<file path="src/rtl/seven_segment_reader_pkg.sv">
// Shared seven-segment definitions: active-low segment patterns (bit0=a .. bit6=g),
// the dark pattern, default reader parameters and the dwell FSM state type.
package seven_segment_reader_pkg;

   localparam int DEFAULT_SETTLE        = 4;
   localparam int DEFAULT_STABLE_FRAMES = 2;

   localparam logic [6:0] SEG_0     = 7'b1000000;
   localparam logic [6:0] SEG_1     = 7'b1111001;
   localparam logic [6:0] SEG_2     = 7'b0100100;
   localparam logic [6:0] SEG_3     = 7'b0110000;
   localparam logic [6:0] SEG_4     = 7'b0011001;
   localparam logic [6:0] SEG_5     = 7'b0010010;
   localparam logic [6:0] SEG_6     = 7'b0000010;
   localparam logic [6:0] SEG_7     = 7'b1111000;
   localparam logic [6:0] SEG_8     = 7'b0000000;
   localparam logic [6:0] SEG_9     = 7'b0010000;
   localparam logic [6:0] SEG_A     = 7'b0001000;
   localparam logic [6:0] SEG_B     = 7'b0000011;
   localparam logic [6:0] SEG_C     = 7'b1000110;
   localparam logic [6:0] SEG_D     = 7'b0100001;
   localparam logic [6:0] SEG_E     = 7'b0000110;
   localparam logic [6:0] SEG_F     = 7'b0001110;
   localparam logic [6:0] SEG_BLANK = 7'b1111111;

   typedef enum logic {
      DWELL_WAIT    = 1'b0,
      DWELL_SAMPLED = 1'b1
   } dwell_state_e;

   function automatic logic [6:0] hex_to_seg(input logic [3:0] nibble);
      logic [6:0] pattern;
      case (nibble)
         4'h0:    pattern = SEG_0;
         4'h1:    pattern = SEG_1;
         4'h2:    pattern = SEG_2;
         4'h3:    pattern = SEG_3;
         4'h4:    pattern = SEG_4;
         4'h5:    pattern = SEG_5;
         4'h6:    pattern = SEG_6;
         4'h7:    pattern = SEG_7;
         4'h8:    pattern = SEG_8;
         4'h9:    pattern = SEG_9;
         4'hA:    pattern = SEG_A;
         4'hB:    pattern = SEG_B;
         4'hC:    pattern = SEG_C;
         4'hD:    pattern = SEG_D;
         4'hE:    pattern = SEG_E;
         default: pattern = SEG_F;
      endcase
      return pattern;
   endfunction

endpackage

</file>
<file path="src/rtl/seven_segment_encoder.sv">
// Combinational pattern classifier: maps an active-low segment pattern back to
// its hex nibble, flagging the dark pattern and anything outside the table.
module seven_segment_encoder
   import seven_segment_reader_pkg::*;
(
   input  logic [6:0] seg,
   output logic [3:0] nibble,
   output logic       is_blank,
   output logic       is_invalid
);

   always_comb begin
      nibble     = 4'h0;
      is_blank   = (seg == SEG_BLANK);
      is_invalid = (seg != SEG_BLANK);
      for (int i = 0; i < 16; i++) begin
         if (seg == hex_to_seg(4'(i))) begin
            nibble     = 4'(i);
            is_invalid = 1'b0;
         end
      end
   end

endmodule

</file>
<file path="src/rtl/seven_segment_reader.sv">
// Recovers the hex value shown on a multiplexed 4-digit seven-segment display by
// sampling each digit after a settle dwell and publishing once frames agree.
module seven_segment_reader
   import seven_segment_reader_pkg::*;
#(
   parameter int SETTLE        = DEFAULT_SETTLE,
   parameter int STABLE_FRAMES = DEFAULT_STABLE_FRAMES
) (
   input  logic         clk,
   input  logic         rst_n,
   input  logic [6:0]   seg,
   input  logic [3:0]   an,
   output logic [15:0]  value,
   output logic [3:0]   blank,
   output logic         valid,
   output logic         err,
   output dwell_state_e dwell_state
);

   localparam logic [7:0] SETTLE_LAST   = 8'(SETTLE - 1);
   localparam logic [3:0] STABLE_TARGET = 4'(STABLE_FRAMES);

   logic [3:0]   an_q, an_d;
   logic [7:0]   cnt_q, cnt_d;
   dwell_state_e state_q, state_d;
   logic [15:0]  digits_q, digits_d;
   logic [3:0]   blanks_q, blanks_d;
   logic [3:0]   mask_q, mask_d;
   logic         bad_q, bad_d;
   logic [15:0]  prev_digits_q, prev_digits_d;
   logic [3:0]   prev_blanks_q, prev_blanks_d;
   logic         prev_ok_q, prev_ok_d;
   logic [3:0]   stable_q, stable_d;
   logic         first_q, first_d;
   logic [15:0]  value_q, value_d;
   logic [3:0]   blank_q, blank_d;
   logic         valid_q, valid_d;
   logic         err_q, err_d;

   logic [3:0]   dec_nibble;
   logic         dec_blank;
   logic         dec_invalid;
   logic         sample;
   logic [1:0]   slot;

   seven_segment_encoder u_encoder (
      .seg        (seg),
      .nibble     (dec_nibble),
      .is_blank   (dec_blank),
      .is_invalid (dec_invalid)
   );

   // an_q lags an by one edge, so at the sample edge the live seg belongs to an_q.
   always_comb begin
      slot = 2'd0;
      for (int i = 0; i < 4; i++) begin
         if (!an_q[i]) slot = 2'(i);
      end
   end

   always_comb begin
      an_d          = an;
      cnt_d         = cnt_q;
      state_d       = state_q;
      digits_d      = digits_q;
      blanks_d      = blanks_q;
      mask_d        = mask_q;
      bad_d         = bad_q;
      prev_digits_d = prev_digits_q;
      prev_blanks_d = prev_blanks_q;
      prev_ok_d     = prev_ok_q;
      stable_d      = stable_q;
      first_d       = first_q;
      value_d       = value_q;
      blank_d       = blank_q;
      valid_d       = 1'b0;
      err_d         = 1'b0;
      sample        = 1'b0;

      if ((an != an_q) || !$onehot(~an_q)) begin
         state_d = DWELL_WAIT;
         cnt_d   = 8'd0;
      end else if (state_q == DWELL_WAIT) begin
         if (cnt_q == SETTLE_LAST) begin
            state_d = DWELL_SAMPLED;
            sample  = 1'b1;
         end else begin
            cnt_d = cnt_q + 8'd1;
         end
      end

      // A completed frame is judged from the registered buffer; a capture on the
      // same edge lands in the freshly cleared mask and belongs to the next frame.
      if (mask_q == 4'hF) begin
         mask_d = 4'h0;
         bad_d  = 1'b0;
         if (bad_q) begin
            stable_d  = 4'd0;
            prev_ok_d = 1'b0;
         end else begin
            if (prev_ok_q && (digits_q == prev_digits_q) && (blanks_q == prev_blanks_q))
               stable_d = (stable_q >= STABLE_TARGET) ? STABLE_TARGET : stable_q + 4'd1;
            else
               stable_d = 4'd1;
            prev_digits_d = digits_q;
            prev_blanks_d = blanks_q;
            prev_ok_d     = 1'b1;
            if ((stable_d == STABLE_TARGET) &&
                (first_q || (digits_q != value_q) || (blanks_q != blank_q))) begin
               value_d = digits_q;
               blank_d = blanks_q;
               valid_d = 1'b1;
               first_d = 1'b0;
            end
         end
      end

      if (sample) begin
         digits_d[{slot, 2'b00} +: 4] = dec_nibble;
         blanks_d[slot]               = dec_blank;
         mask_d[slot]                 = 1'b1;
         if (dec_invalid) begin
            bad_d = 1'b1;
            err_d = 1'b1;
         end
      end
   end

   always_ff @(posedge clk or negedge rst_n) begin
      if (!rst_n) begin
         an_q          <= 4'hF;
         cnt_q         <= 8'd0;
         state_q       <= DWELL_WAIT;
         digits_q      <= 16'h0000;
         blanks_q      <= 4'h0;
         mask_q        <= 4'h0;
         bad_q         <= 1'b0;
         prev_digits_q <= 16'h0000;
         prev_blanks_q <= 4'h0;
         prev_ok_q     <= 1'b0;
         stable_q      <= 4'd0;
         first_q       <= 1'b1;
         value_q       <= 16'h0000;
         blank_q       <= 4'h0;
         valid_q       <= 1'b0;
         err_q         <= 1'b0;
      end else begin
         an_q          <= an_d;
         cnt_q         <= cnt_d;
         state_q       <= state_d;
         digits_q      <= digits_d;
         blanks_q      <= blanks_d;
         mask_q        <= mask_d;
         bad_q         <= bad_d;
         prev_digits_q <= prev_digits_d;
         prev_blanks_q <= prev_blanks_d;
         prev_ok_q     <= prev_ok_d;
         stable_q      <= stable_d;
         first_q       <= first_d;
         value_q       <= value_d;
         blank_q       <= blank_d;
         valid_q       <= valid_d;
         err_q         <= err_d;
      end
   end

   assign value       = value_q;
   assign blank       = blank_q;
   assign valid       = valid_q;
   assign err         = err_q;
   assign dwell_state = state_q;

endmodule

</file>
<file path="config.mk">
export PLATFORM = sky130hd
export DESIGN_NAME = seven_segment_reader
export DESIGN_NICKNAME = d
export VERILOG_FILES = /design/src/rtl/seven_segment_reader_pkg.sv /design/src/rtl/seven_segment_encoder.sv /design/src/rtl/seven_segment_reader.sv
export SDC_FILE = /design/constraint.sdc
export NUM_CORES = 1
export LEC_CHECK = 0
export ABC_AREA = 1
export CORE_ASPECT_RATIO = 1.4
export CORE_MARGIN = 2
export CORE_UTILIZATION = 53
export CTS_CLUSTER_SIZE = 12
export DETAILED_ROUTE_END_ITERATION = 16
export PLACE_DENSITY_LB_ADDON = 0.05
export SYNTH_ARGS = -nofsm -noshare
export SYNTH_HDL_FRONTEND = slang
export SYNTH_SLANG_ARGS = --single-unit
</file>
<file path="constraint.sdc">
create_clock -name clk -period 2.96 [get_ports clk]
set_clock_uncertainty 0.1 [all_clocks]
set_input_delay 0.592 -clock clk [delete_from_list [all_inputs] [get_ports clk]]
set_output_delay 0.592 -clock clk [all_outputs]
set_load 0.01 [all_outputs]
</file>
# Word level (Yosys, flattened, before mapping)
# Cells that the tools add are included.
[totals]
out_inout_bits = 23
mem_bits_rw = 0
reg_bits = 86
elab_cells = 132
rom_bits = 0
mem_count = 0
latchBits = 0
[classes]
reduce_logical = 12
shift = 2
n_eq_ne = 28
magnitude_cmp = 3
mul = 0
n_bitwise = 3
div_mod_pow = 0
n_mux = 62
add_sub_neg = 6
[op_table]
columns = ["operator", "n"]
rows = [
  ["$mux W4", 15],
  ["$eq A7 B7 Y1 const B", 5],
  ["$mux W1", 33],
  ["$mux W8", 3],
  ["$eq A7 B5 Y1 const B", 3],
  ["$eq A7 B6 Y1 const B", 3],
  ["$bwmux W16", 1],
  ["$eq A16 B16 Y1", 1],
  ["$ne A16 B16 Y1", 1],
  ["$shift A4 B6 Y16 const A", 1],
  ["$shiftx A4 B6 Y16", 1],
  ["$eq A7 B2 Y1 const B", 2],
  ["$eq A7 B4 Y1 const B", 2],
  ["$mux W3", 4],
  ["$add A8 B1 Y8 const B", 1],
  ["$eq A8 B2 Y1 const B", 1],
  ["$mux W2", 4],
  ["$ne A4 B4 Y1", 2],
  ["$eq A7 B3 Y1 const B", 1],
  ["$logic_not A7 Y1", 1],
  ["$ne A7 B7 Y1 const B", 1],
  ["$neg A4 Y6", 1],
  ["$add A1 B1 Y2", 2],
  ["$add A4 B1 Y4 const B", 1],
  ["other kinds (20)", 26],
]

# Depth between registers and ports, before layout
# Gate-level depths: netlist of run 1.
[logic_depth]
word_depth = 19
depth_mapped = 13

# Cells and area by module
# A second synthesis of run 1 with hierarchy kept.
[hier_totals]
hier_cells = 673
hier_area_um2 = 4875.9
[modules_own_cells]
columns = ["module", "n_inst", "seq_area_each_um2", "cells_per_inst", "area_each_um2"]
rows = [
  ["seven_segment_reader", 1, 2158.3, 607, 4526.8],
  ["seven_segment_encoder", 1, 0.0, 66, 349.1],
]

# Worst setup path after synthesis of run 1
# No wires, ideal clock.
[synth_path]
kind = "reg-to-reg"
start = "reg an_q[1]"
end = "reg blanks_q[2]"
setup_time_ps = 129
slack_ps = 374
arrival_ps = 2358
required_time_ps = 2731
synth_period_minus_slack_ps = 2586
stages_incl_launch_ff = 12
cell_sequence = "dfstp_2 > fa_1 > inv_1 > ha_1 > ha_1 > nor3b_1 > nand2_1 > nor2_4 > nand2_2 > clkbuf_1 > o21ai_0 > o31ai_1"
[synth_via]
elab_chain_len = 8
elab_cells_between_ends = 17
classes_between = "add/sub (2); order compare (2); eq/ne (2); mux (7); bitwise (1); reduce/logical (3)"
[synth_lines]
columns = ["element", "line", "rtl"]
rows = [
  ["start: declaration", "seven_segment_reader.sv:23", "logic [3:0] an_q, an_d;"],
  ["start signal: assignment", "seven_segment_reader.sv:148", "an_q <= an_d;"],
  ["$mux W1", "seven_segment_reader.sv:57", "if (!an_q[i]) slot = 2'(i);"],
  ["$mux W2 (2 in series)", "seven_segment_reader.sv:57", ""],
  ["$lt A2 B3 Y1 (not written as such) or $ge A2 B1 Y1 (tied branches)", "seven_segment_reader.sv:120", "blanks_d[slot] = dec_blank;"],
  ["$logic_and A1 B1 Y1 (not written as such)", "seven_segment_reader.sv:120", ""],
  ["$mux W1 (not written as such)", "seven_segment_reader.sv:120", ""],
  ["$demux W1 S2", "seven_segment_reader.sv:120", ""],
  ["$bwmux W4", "seven_segment_reader.sv:120", ""],
  ["end signal: assignment", "seven_segment_reader.sv:152", "blanks_q <= blanks_d;"],
  ["end: declaration", "seven_segment_reader.sv:27", "logic [3:0] blanks_q, blanks_d;"],
]
# Parallel ways exist; a longest one is shown, timed or not.
# A chain may end at the register's enable or synchronous reset.

# Final worst setup path of run 1
[layout_path]
start = "reg an_q[3]"
end = "reg digits_q[1]"
[layout_via]
elab_chain_len = 7
elab_cells_between_ends = 13
classes_between = "add/sub (3); eq/ne (2); shift (2); mux (3); bitwise (1); reduce/logical (2)"
[layout_lines]
columns = ["element", "line", "rtl"]
rows = [
  ["branches (longest 7 deep; another with $neg A4 Y6)", "--", ""],
  ["end signal: assignment", "seven_segment_reader.sv:151", "digits_q <= digits_d;"],
  ["end: declaration", "seven_segment_reader.sv:26", "logic [15:0] digits_q, digits_d;"],
]
# Parallel ways; which one is timed is not known.

==> summary.md, run 1 <==
| Metric | Value |
|---|---|
| Outcome | `complete, no violations` |
| Max-Cap Viols | `0` |
| Synth Register Bits | `86` |
| Commonest non-fill, non-tap cell in the layout | `nand2_1` |
| Vias in the first global route | `3806` |
| Buffers added on ports | `35` |
| Drc violations | `0` |
| Hold WS | `0.1133 ns` |
| Final Max Slew Viols | `0` |
| # setup viols final | `0` |
| Largest net degree at the start of global routing | `39` |
| Multi-input gate area | `2058 um^2` |
| I/O Pins | `36` |
| Worst skew pair latency | `0.34 ns` |
| Layout cells sized above 1 | `0.07132` |
| Die Y | `114.1 um` |
| Maximum clock frequency | `369.1 MHz` |
| Sequential Area | `2158 um^2` |
| CTS tree | `yes` |
| CP startpoint kind | `flop` |
| Vias/cell | `5.242` |
| Nets | `653` |
| H-tree levels | `3` |
| Cell Area, Synth | `4592 um^2` |
| Final instance area | `5399 um^2` |
| R2R Setup Slk | `0.25 ns` |
| CP max FO | `16` |
| Distinct cell type count after synthesis | `30` |
| End point of the critical path | `digits_q[1]` |
| Post-synthesis sequential area ratio | `0.4700` |
| Ant diodes | `0` |
| Full die area | `9435 um^2` |
| Dpl cell area | `5059 um^2` |
| Leakage | `0.002606 uW` |
| PD cells | `472.3 nW/um^2` |
| Slew @ Worst Pin | `0.8365 ns` |
| Crit path launch | `an_q[3]` |
| ANT nets after route | `0` |
| Worst min path class | `input port to async pin` |
| Synth Warn # | `0` |
| Most frequent cells in the layout | `nand2_1 (158), dfrtp_1 (81), inv_1 (75), o21ai_0 (55), nor2_1 (53)` |
| Postcts setup bufs | `0` |
| CTS root buf | `clkbuf_16` |
| Core Rows | `40` |
| RSZ-0062 raised after global routing | `yes` |
| CP Class | `flop to flop` |
| Endpoints failing hold | `0` |
| TritonCTS Buffers | `9` |
| Worst Setup End Kind | `flop` |
| Reg-to-Reg Start | `an_q[3]` |
| Final period utilization | `0.9153` |
| Syn Area/Cell | `7.849 um^2` |
| Fin cells | `736` |
| GRT overflow | `0` |
| Fillers | `754` |
| Routed wire length | `10680 um` |
| Placed insts | `720` |
| Post-route minimum period | `2.709 ns` |
| Worst EP required | `3.12 ns` |
| Reg clk slew, reported paths | `0.06 ns` |
| Area Overhead vs Synth | `17.57%` |
| Starting density of the core | `0.5397` |
| Initial antenna violation count | `0` |
| Worst rel slew slack | `0.4417` |
| Drt first pass iters | `5` |
| Final GP Congestion | `0.8343` |
| Mapped Nets | `612` |
| Worst IR Drop VDD | `331.4 uV` |
| First-pass GRT wire length | `17870 um` |
| Synth Instances | `585` |
| Final Power | `2550 uW` |
| Reg2Reg Depth | `11` |
| Worst EP arrival | `2.87 ns` |
| Die width | `82.67 um` |
| CTS max path bufs | `2` |
| Worst flop-to-flop path endpoint | `digits_q[1]` |
| Drt wl/cell | `14.51 um` |
| Via count | `3858` |
| CTS Sinks | `86` |
| Global-route usage over all layers | `0.2533` |
| Layout Utilization | `0.6346` |
| Core area | `8508 um^2` |
| DR iter-0 viols | `320` |
| HPWL Detailed | `8105 um` |
[per-layer routing]
layer	vias to the layer above	wire length, um	GRT usage
met3	13	373	0.05915
li1	1972	-	-
met5	-	0	0
met4	0	219	0.08415
met2	88	5574	0.4403
met1	1785	4509	0.3034
[cell usage after synthesis, drive strengths merged]
master,count,area share
dfstp,5,0.029
o21ai,61,0.066
nand3,30,0.035
o22ai,10,0.014
a21oi,5,0.0054
inv,80,0.065
buf,8,0.013
or2,1,0.0014
nor3b,1,0.0016
clkbuf,6,0.0049
nor2,58,0.052
xnor2,10,0.019
fa,1,0.0044
o211ai,4,0.0065
ha,13,0.035
o31ai,5,0.0082
nor3,9,0.0098
dfrtp,81,0.44
nand2,159,0.13
xor2,8,0.015
nand4,30,0.042
[through the flow]
| step | setup TNS, ns | worst slack (ns) |
|---|---|---|
| after global routing | -0.02758 | -0.009914 |
| after CTS | 0 | 0.2220 |
| after global placement | 0 | 0.3072 |
| after floorplan | 0 | 0.3737 |
| final | 0 | 0.2507 |
| after detailed placement | 0 | 0.2313 |
[layout make-up]
type | instances | area share
Clock buffer | 13 | 0.05006
Clock inverter | 3 | 0.01205
Inverter | 80 | 0.05562
Multi-Input combinational cell | 405 | 0.3812
Sequential cell | 86 | 0.3998
Tap cell | 105 | 0.02433
Timing Repair Buffer | 44 | 0.07694
[repair_timing]
action,CTS,global route
setup endpoints to repair,0,5
resized for setup,0,3
hold buffers,0,0
[logic make-up after synthesis]
logic type               synth area share
AND/OR/NAND/NOR                    0.2728
buffers and inverters             0.08283
flip-flops                         0.4700
AO/OA/AOI/OAI                      0.1003
XOR/XNOR                          0.03433
adder cells (fa/ha/maj)           0.03978
[state kept, by name, summed over array words and instances, names as in the netlist]
name	cells
digits_q	16
prev_digits_q	16
value	16
cnt_q	8
an_q	4
blank	4
blanks_q	4
mask_q	4
prev_blanks_q	4
stable_q	4
bad_q	1
dwell_state	1
err	1
first_q	1
prev_ok_q	1
valid	1
[worst min-delay path by stage]
| stage | start | to | slack (ns) | cells past startpoint |
|---|---|---|---|---|
| finish | rst_n | stable_q[3] | 0.11 | 1 |
| global route | rst_n | stable_q[3] | 0.14 | 1 |
| CTS | rst_n | stable_q[3] | 0.13 | 1 |
| detailed placement | first_q | first_q | 0.35 | 2 |
| global placement | first_q | first_q | 0.34 | 2 |
| floorplan | rst_n | bad_q | 0.20 | 0 |
[where the power goes]
group / switching (uW) / internal (uW)
combinational: 74.2 / 37.9
clock: 446 / 807
sequential: 3.23 / 1180
total: 523 / 2030
[worst max-delay path: stages (launching register included)]
cell and delay (ns):
dfstp_2 0.57, fa_1 0.41, inv_1 0.07, ha_1 0.14
ha_1 0.22, nor3b_1 0.19, nand2_1 0.11, nor2_4 0.12
nand2_2 0.19, nor2_2 0.30, nand3_1 0.12, o21ai_0 0.09
Note: power is estimated with default switching activity, not from simulation.
==> inputs of run 2 (changes only) <==
CAP_MARGIN = 5   (was not set)
==> results of run 2 <==
Final layout, timing and power as in run 1 (identical DEF).
==> inputs of run 3 (changes only) <==
CAP_MARGIN = not set   (was 5)
SLEW_MARGIN = 10   (was not set)
==> results of run 3 <==
Final layout, timing and power as in run 1 (identical DEF).
==> RTL change 1 (flow settings as in run 3) <==
Remove the register `err_q`: a continuous assignment takes its place, so the output `err` follows one clock earlier.
--- a/src/rtl/seven_segment_reader.sv
+++ b/src/rtl/seven_segment_reader.sv
@@ -145,3 +145,2 @@
          valid_q       <= 1'b0;
-         err_q         <= 1'b0;
       end else begin
@@ -162,5 +161,6 @@
          valid_q       <= valid_d;
-         err_q         <= err_d;
       end
    end
+
+   assign err_q = err_d;
 
Behaviour: not the same (a bounded check fails within 10 cycles, from zero or initial values and one cycle with rst_n low).
==> RTL change 1 against run 3 <==
  * The run now ends with negative setup slack left
  * Largest power group is now sequential cells
  * Sequential cell count is 1 lower
  * Synthesized area is 0.54% lower
  * Worst hold slack better by 0.040 ns
  * Synthesized cell count is 0.17% lower
  * Clock power is 7% lower
  * Wire length is 1.3% higher
  * Setup slack worse by 0.59 ns
  * Design area is 3.7% higher
  * Core utilization is 2.7 points higher
  * Critical path depth is 1 higher
  * Total power is 3.3% lower
  * Highest routed layer unchanged
==> RTL change 1: results (changes against run 3) <==
| Metric | Value |
|---|---|
| Fin nets | 680 (+4.1%) |
| Die X | 82.5 µm (-0.26%) |
| Clock Tree Root | clkbuf_16 |
| GRT Util Overall | 0.253 (about the same) |
| Met1 Resource Use GR | 0.300 (-0.00349) |
| Lkg Pwr | 0.00271 µW (+4.0%) |
| Min-Delay Path Class | in -> async |
| Max stage delay on crit path | 0.54 ns (-0.03 ns) |
| Detailed placement HPWL | 8250 µm (+1.8%) |
| # diodes | 0 (unchanged) |
| Initial antenna violation count | 0 (unchanged) |
| Setup WS post-layout | -0.342 ns (-0.593 ns) |
| Synth cell types | 30 (unchanged) |
| Largest net degree at the start of global routing | 49 (+26%) |
| Final Setup Violations | 1 (+1) |
| Clk buf depth | 2 (unchanged) |
| GRT met3 Usage | 0.0435 (-0.0156) |
| Clk pin slew, worst setup/hold paths | 0.06 ns (about the same) |
| Wire length on met1 | 4440 µm (-1.5%) |
| Critical Path Start | an_q[3]$_DFF_PN1_ |
| Share of cells above drive strength 1 | 0.123 (+0.0518) |
| Ys Warns | 0 (unchanged) |
| DR top layer | met4 |
| Met3 Routed Length | 391 µm (+4.8%) |
| Clock Latency Late Sink | 0.34 ns (about the same) |
| Setup TNS Final | -0.342 ns (-0.342 ns) |
| Routed WL per cell | 14.2 µm (-2.2%) |
| Post-route cell area | 0.00560 mm² (+3.7%) |
| DP Area | 0.00524 mm² (+3.6%) |
| Worst VDD drop | 0.327 mV (-1.3%) |
| Violated checks | negative setup slack |
| Status | complete, but fails checks |
| Relative slew margins | 0.583 (+0.141) |
| Met2 global-route usage | 0.447 (+0.00645) |
| Slowest cell on the critical path | dfstp_2 |
| WP data arrival | 2.61 ns (-0.26 ns) |
| Initial DRT Pass Iterations | 4 (-1) |
| First-pass GRT wire length | 18000 µm (+0.69%) |
| Metal2 WL | 5690 µm (+2.2%) |
| H-Tree Depth | 3 (unchanged) |
| CP max FO | 2 (-14) |
| Synthesized netlist net count | 611 (-0.16%) |
| Total CTS buffers | 9 (unchanged) |
| CP top delay family | simple AND/OR/NAND/NOR gates |
| Commonest cells post-synth | nand2_1, dfrtp_1, inv_1 |
| PortBufs | 35 (unchanged) |
| 1st-iter DRT viols | 251 (-22%) |
| Drt via density | 5.24 (about the same) |
| RD Place Congestion | 0.888 (+6.5%) |
| Ys async rst share | 1.00 (unchanged) |
| Reg2reg path depth | 13 (+2) |
| Synth area leaders | dfrtp_1, nand2_1, inv_1 |
| Register area share after synthesis | 0.467 (-0.00290) |
| Vias in the first global route | 3899 (+2.4%) |
| Prevailing post-synth register cell | dfrtp_1 |
-- RTL change 1: timing repair --
item | 4_1_cts | 5_1_grt
gates resized for setup | 6 | 6
pin swaps | 3 | 7
cloned | 0 | 0
endpoints found under the setup margin | 1 | 1
buffers inserted | 0 | 1
hold buffers | 0 | 0
-- RTL change 1: kinds of logic after synthesis --
kind of cell	Yosys count	synth area share
fa+ha+maj	14	0.0400
compound gates	85	0.101
xor+xnor	18	0.0345
simple gates	288	0.274
buf+inv	94	0.0833
flops	85	0.467
-- RTL change 1: cell type report --
type,instances,area (µm²)
Tap cell,105,131
Timing Repair Buffer,72,621
Clock buffer,10,239
Inverter,80,300
Multi-Input combinational cell,405,2100
Fill cell,741,2860
Clock inverter,6,71.3
Sequential cell,85,2130
-- RTL change 1: path summary, 6_finish.rpt --
| kind | end | slack, ns |
|---|---|---|
| setup / recovery | err | -0.34 |
| hold / removal | stable_q[3]$_DFFE_PN0P_ | 0.15 |
| setup reg to reg | digits_q[8]$_DFFE_PN0P_ | 0.15 |
| hold reg to reg | first_q$_DFFE_PN1P_ | 0.36 |
| max in group asynchronous | an_q[1]$_DFF_PN1_ | 1.88 |
| min in group clk | first_q$_DFFE_PN1P_ | 0.36 |
-- RTL change 1: report_power, final --
group	internal (µW)	leakage (µW)	switching (µW)	total, µW
clock network	682	0.000145	476	1160
registers	1170	0.00110	2.07	1170
logic	55.3	0.00146	82.5	138
-- RTL change 1: through the flow --
step           cells  hold WS (ns)   util  setup slack (ns)
4_1_cts          762         0.193  0.657            -0.428
6_report         763         0.153  0.662            -0.342
5_1_grt          763         0.211  0.662            -0.483
2_1_floorplan    584         0.196      -           0.00103
3_5_place_dp     746         0.347  0.619            -0.511
3_3_place_gp     746         0.341  0.619            -0.467
==> RTL change 2 (config.mk and constraints of run 3) <==
Made on the original files. Add an input register stage for `seg` and `an`, without a reset; this delays them by one clock. Comments in the files are not updated.
--- a/src/rtl/seven_segment_reader.sv
+++ b/src/rtl/seven_segment_reader.sv
@@ -21,2 +21,10 @@
    localparam logic [3:0] STABLE_TARGET = 4'(STABLE_FRAMES);
+
+   logic [6:0] seg_q;
+   logic [3:0] an_r;
+
+   always_ff @(posedge clk) begin
+      seg_q <= seg;
+      an_r  <= an;
+   end
 
@@ -46,3 +54,3 @@
    seven_segment_encoder u_encoder (
-      .seg        (seg),
+      .seg        (seg_q),
       .nibble     (dec_nibble),
@@ -61,3 +69,3 @@
    always_comb begin
-      an_d          = an;
+      an_d          = an_r;
       cnt_d         = cnt_q;
@@ -79,3 +87,3 @@
 
-      if ((an != an_q) || !$onehot(~an_q)) begin
+      if ((an_r != an_q) || !$onehot(~an_q)) begin
          state_d = DWELL_WAIT;
Behaviour: not the same (a bounded check fails within 10 cycles, from zero or initial values and one cycle with rst_n low).
==> RTL change 2 against run 3 <==
  * Total power rose by 6.5%
  * Final cell count rose by 3.3%
  * Setup slack got worse by 0.052 ns
  * Design area rose by 2.4%
  * Synthesized area rose by 2.3%
  * Wire length rose by 2.4%
  * Sequential cell count rose by 11
  * Global-route usage fell by 0.90 points
  * Critical endpoint is now digits_q[14]$_DFFE_PN0P_
==> RTL change 2: results (changes against run 3) <==
| Metric | Value |
|---|---|
| Syn avg cell area | 7.71 µm² (-1.8%) |
| Synthesized netlist net count | 628 (+2.6%) |
| Via count | 4025 (+4.3%) |
| Status | completed |
| Placed cells | 744 (+3.3%) |
| Largest net degree at the start of global routing | 49 (+26%) |
| First-pass GRT wire length | 18500 µm (+3.7%) |
| Ys async rst share | 0.887 (-0.113) |
| Drt via density | 5.30 (+1.0%) |
| Routed WL per cell | 14.4 µm (-0.87%) |
| GRT Util Overall | 0.244 (-0.00905) |
| Synth cell types | 34 (+13%) |
| DP Area | 0.00518 mm² (+2.4%) |
| Worst VDD drop | 0.324 mV (-2.3%) |
| Register area share after synthesis | 0.507 (+0.0365) |
| FILL cells | 748 (-0.80%) |
| Worst Tran Pin Value | 0.636 ns (-0.200 ns) |
| Share of cells above drive strength 1 | 0.0779 (+0.00655) |
| RD Place Congestion | 0.953 (+14%) |
| Pre-CTS WS | 0.116 ns (-0.115 ns) |
| WP data arrival | 2.90 ns (+0.03 ns) |
| Initial DRT Pass Iterations | 4 (-1) |
| Synth area leaders | dfrtp_1, nand2_1, o21ai_0 |
| Fin nets | 669 (+2.5%) |
| Vias in the first global route | 3945 (+3.7%) |
| CP max FO | 11 (-5) |
| 1st-iter DRT viols | 282 (-12%) |
| Lkg Pwr | 0.00274 µW (+5.3%) |
## RTL change 2: report_power, final
part           switching (µW)  internal, µW
clock                     494           783
combinational            55.5          33.3
sequential               12.9          1340
total                     562          2150
## RTL change 2: cell type report
class / count / area, µm² / share of cell area
Tap cell: 105 / 131 / 0.0238
Multi-Input combinational cell: 418 / 1970 / 0.356
Inverter: 82 / 308 / 0.0557
Clock buffer: 11 / 253 / 0.0457
Sequential cell: 97 / 2380 / 0.430
Timing Repair Buffer: 42 / 413 / 0.0747
Clock inverter: 5 / 77.6 / 0.0140
## RTL change 2: metrics by stage
stage / TNS [ns] / utilization
3_3_place_gp: 0 / 0.602
2_1_floorplan: 0 / -
6_report: 0 / 0.642
4_1_cts: 0 / 0.640
3_5_place_dp: 0 / 0.602
5_1_grt: -0.00285 / 0.642
## RTL change 2: kinds of logic (layout without fill, tap and decap cells)
group / count (synthesis) / in the layout / share of synthesized area
and+or+nand+nor: 329 / 329 / 0.297
DFF: 97 / 97 / 0.507
buffers and inverters: 94 / 140 / 0.0783
AOI/OAI and AO/OA: 71 / 71 / 0.0775
xor gates and xnor gates: 11 / 11 / 0.0205
adders and majority gates: 6 / 6 / 0.0176
muxes: 1 / 1 / 0.00240
## RTL change 2: timing repair
item / 4_1_cts / 5_1_grt
resized for setup: 0 / 6
endpoints found under the hold margin: 0 / 0
hold buffers: 0 / 0
setup endpoints to repair: 0 / 20
## RTL change 2: worst max-delay path, stage by stage (launching register included)
cell     delay, ns
dfstp_2       0.61
fa_1          0.44
inv_1         0.07
ha_1          0.13
ha_1          0.23
nor3b_2       0.17
nand2_1       0.10
nor2_4        0.12
nand2_2       0.15
nor2_2        0.17
mux2_2        0.34
## RTL change 2: worst paths after layout
kind | from | endpoint | slack (ns) | depth (start not counted)
max in group asynchronous | rst_n | an_q[3]$_DFF_PN1_ | 1.90 | 2
min | rst_n | blank[0]$_DFFE_PN0P_ | 0.16 | 1
min reg2reg | an_d[0]$_DFF_P_ | an_q[0]$_DFF_PN1_ | 0.22 | 0
max reg2reg | an_q[3]$_DFF_PN1_ | digits_q[14]$_DFFE_PN0P_ | 0.20 | 10
min in group clk | an_d[0]$_DFF_P_ | an_q[0]$_DFF_PN1_ | 0.22 | 0
max | an_q[3]$_DFF_PN1_ | digits_q[14]$_DFFE_PN0P_ | 0.20 | 10
## RTL change 2: routing by layer
| metal | part of all wire | track usage | vias up |
|---|---|---|---|
| li1 | - | - | 2006 |
| met1 | 0.43 | 0.283 | 1905 |
| met2 | 0.51 | 0.446 | 89 |
| met3 | 0.029 | 0.0323 | 25 |
| met4 | 0.033 | 0.120 | 0 |
| met5 | 0 | 0 | - |
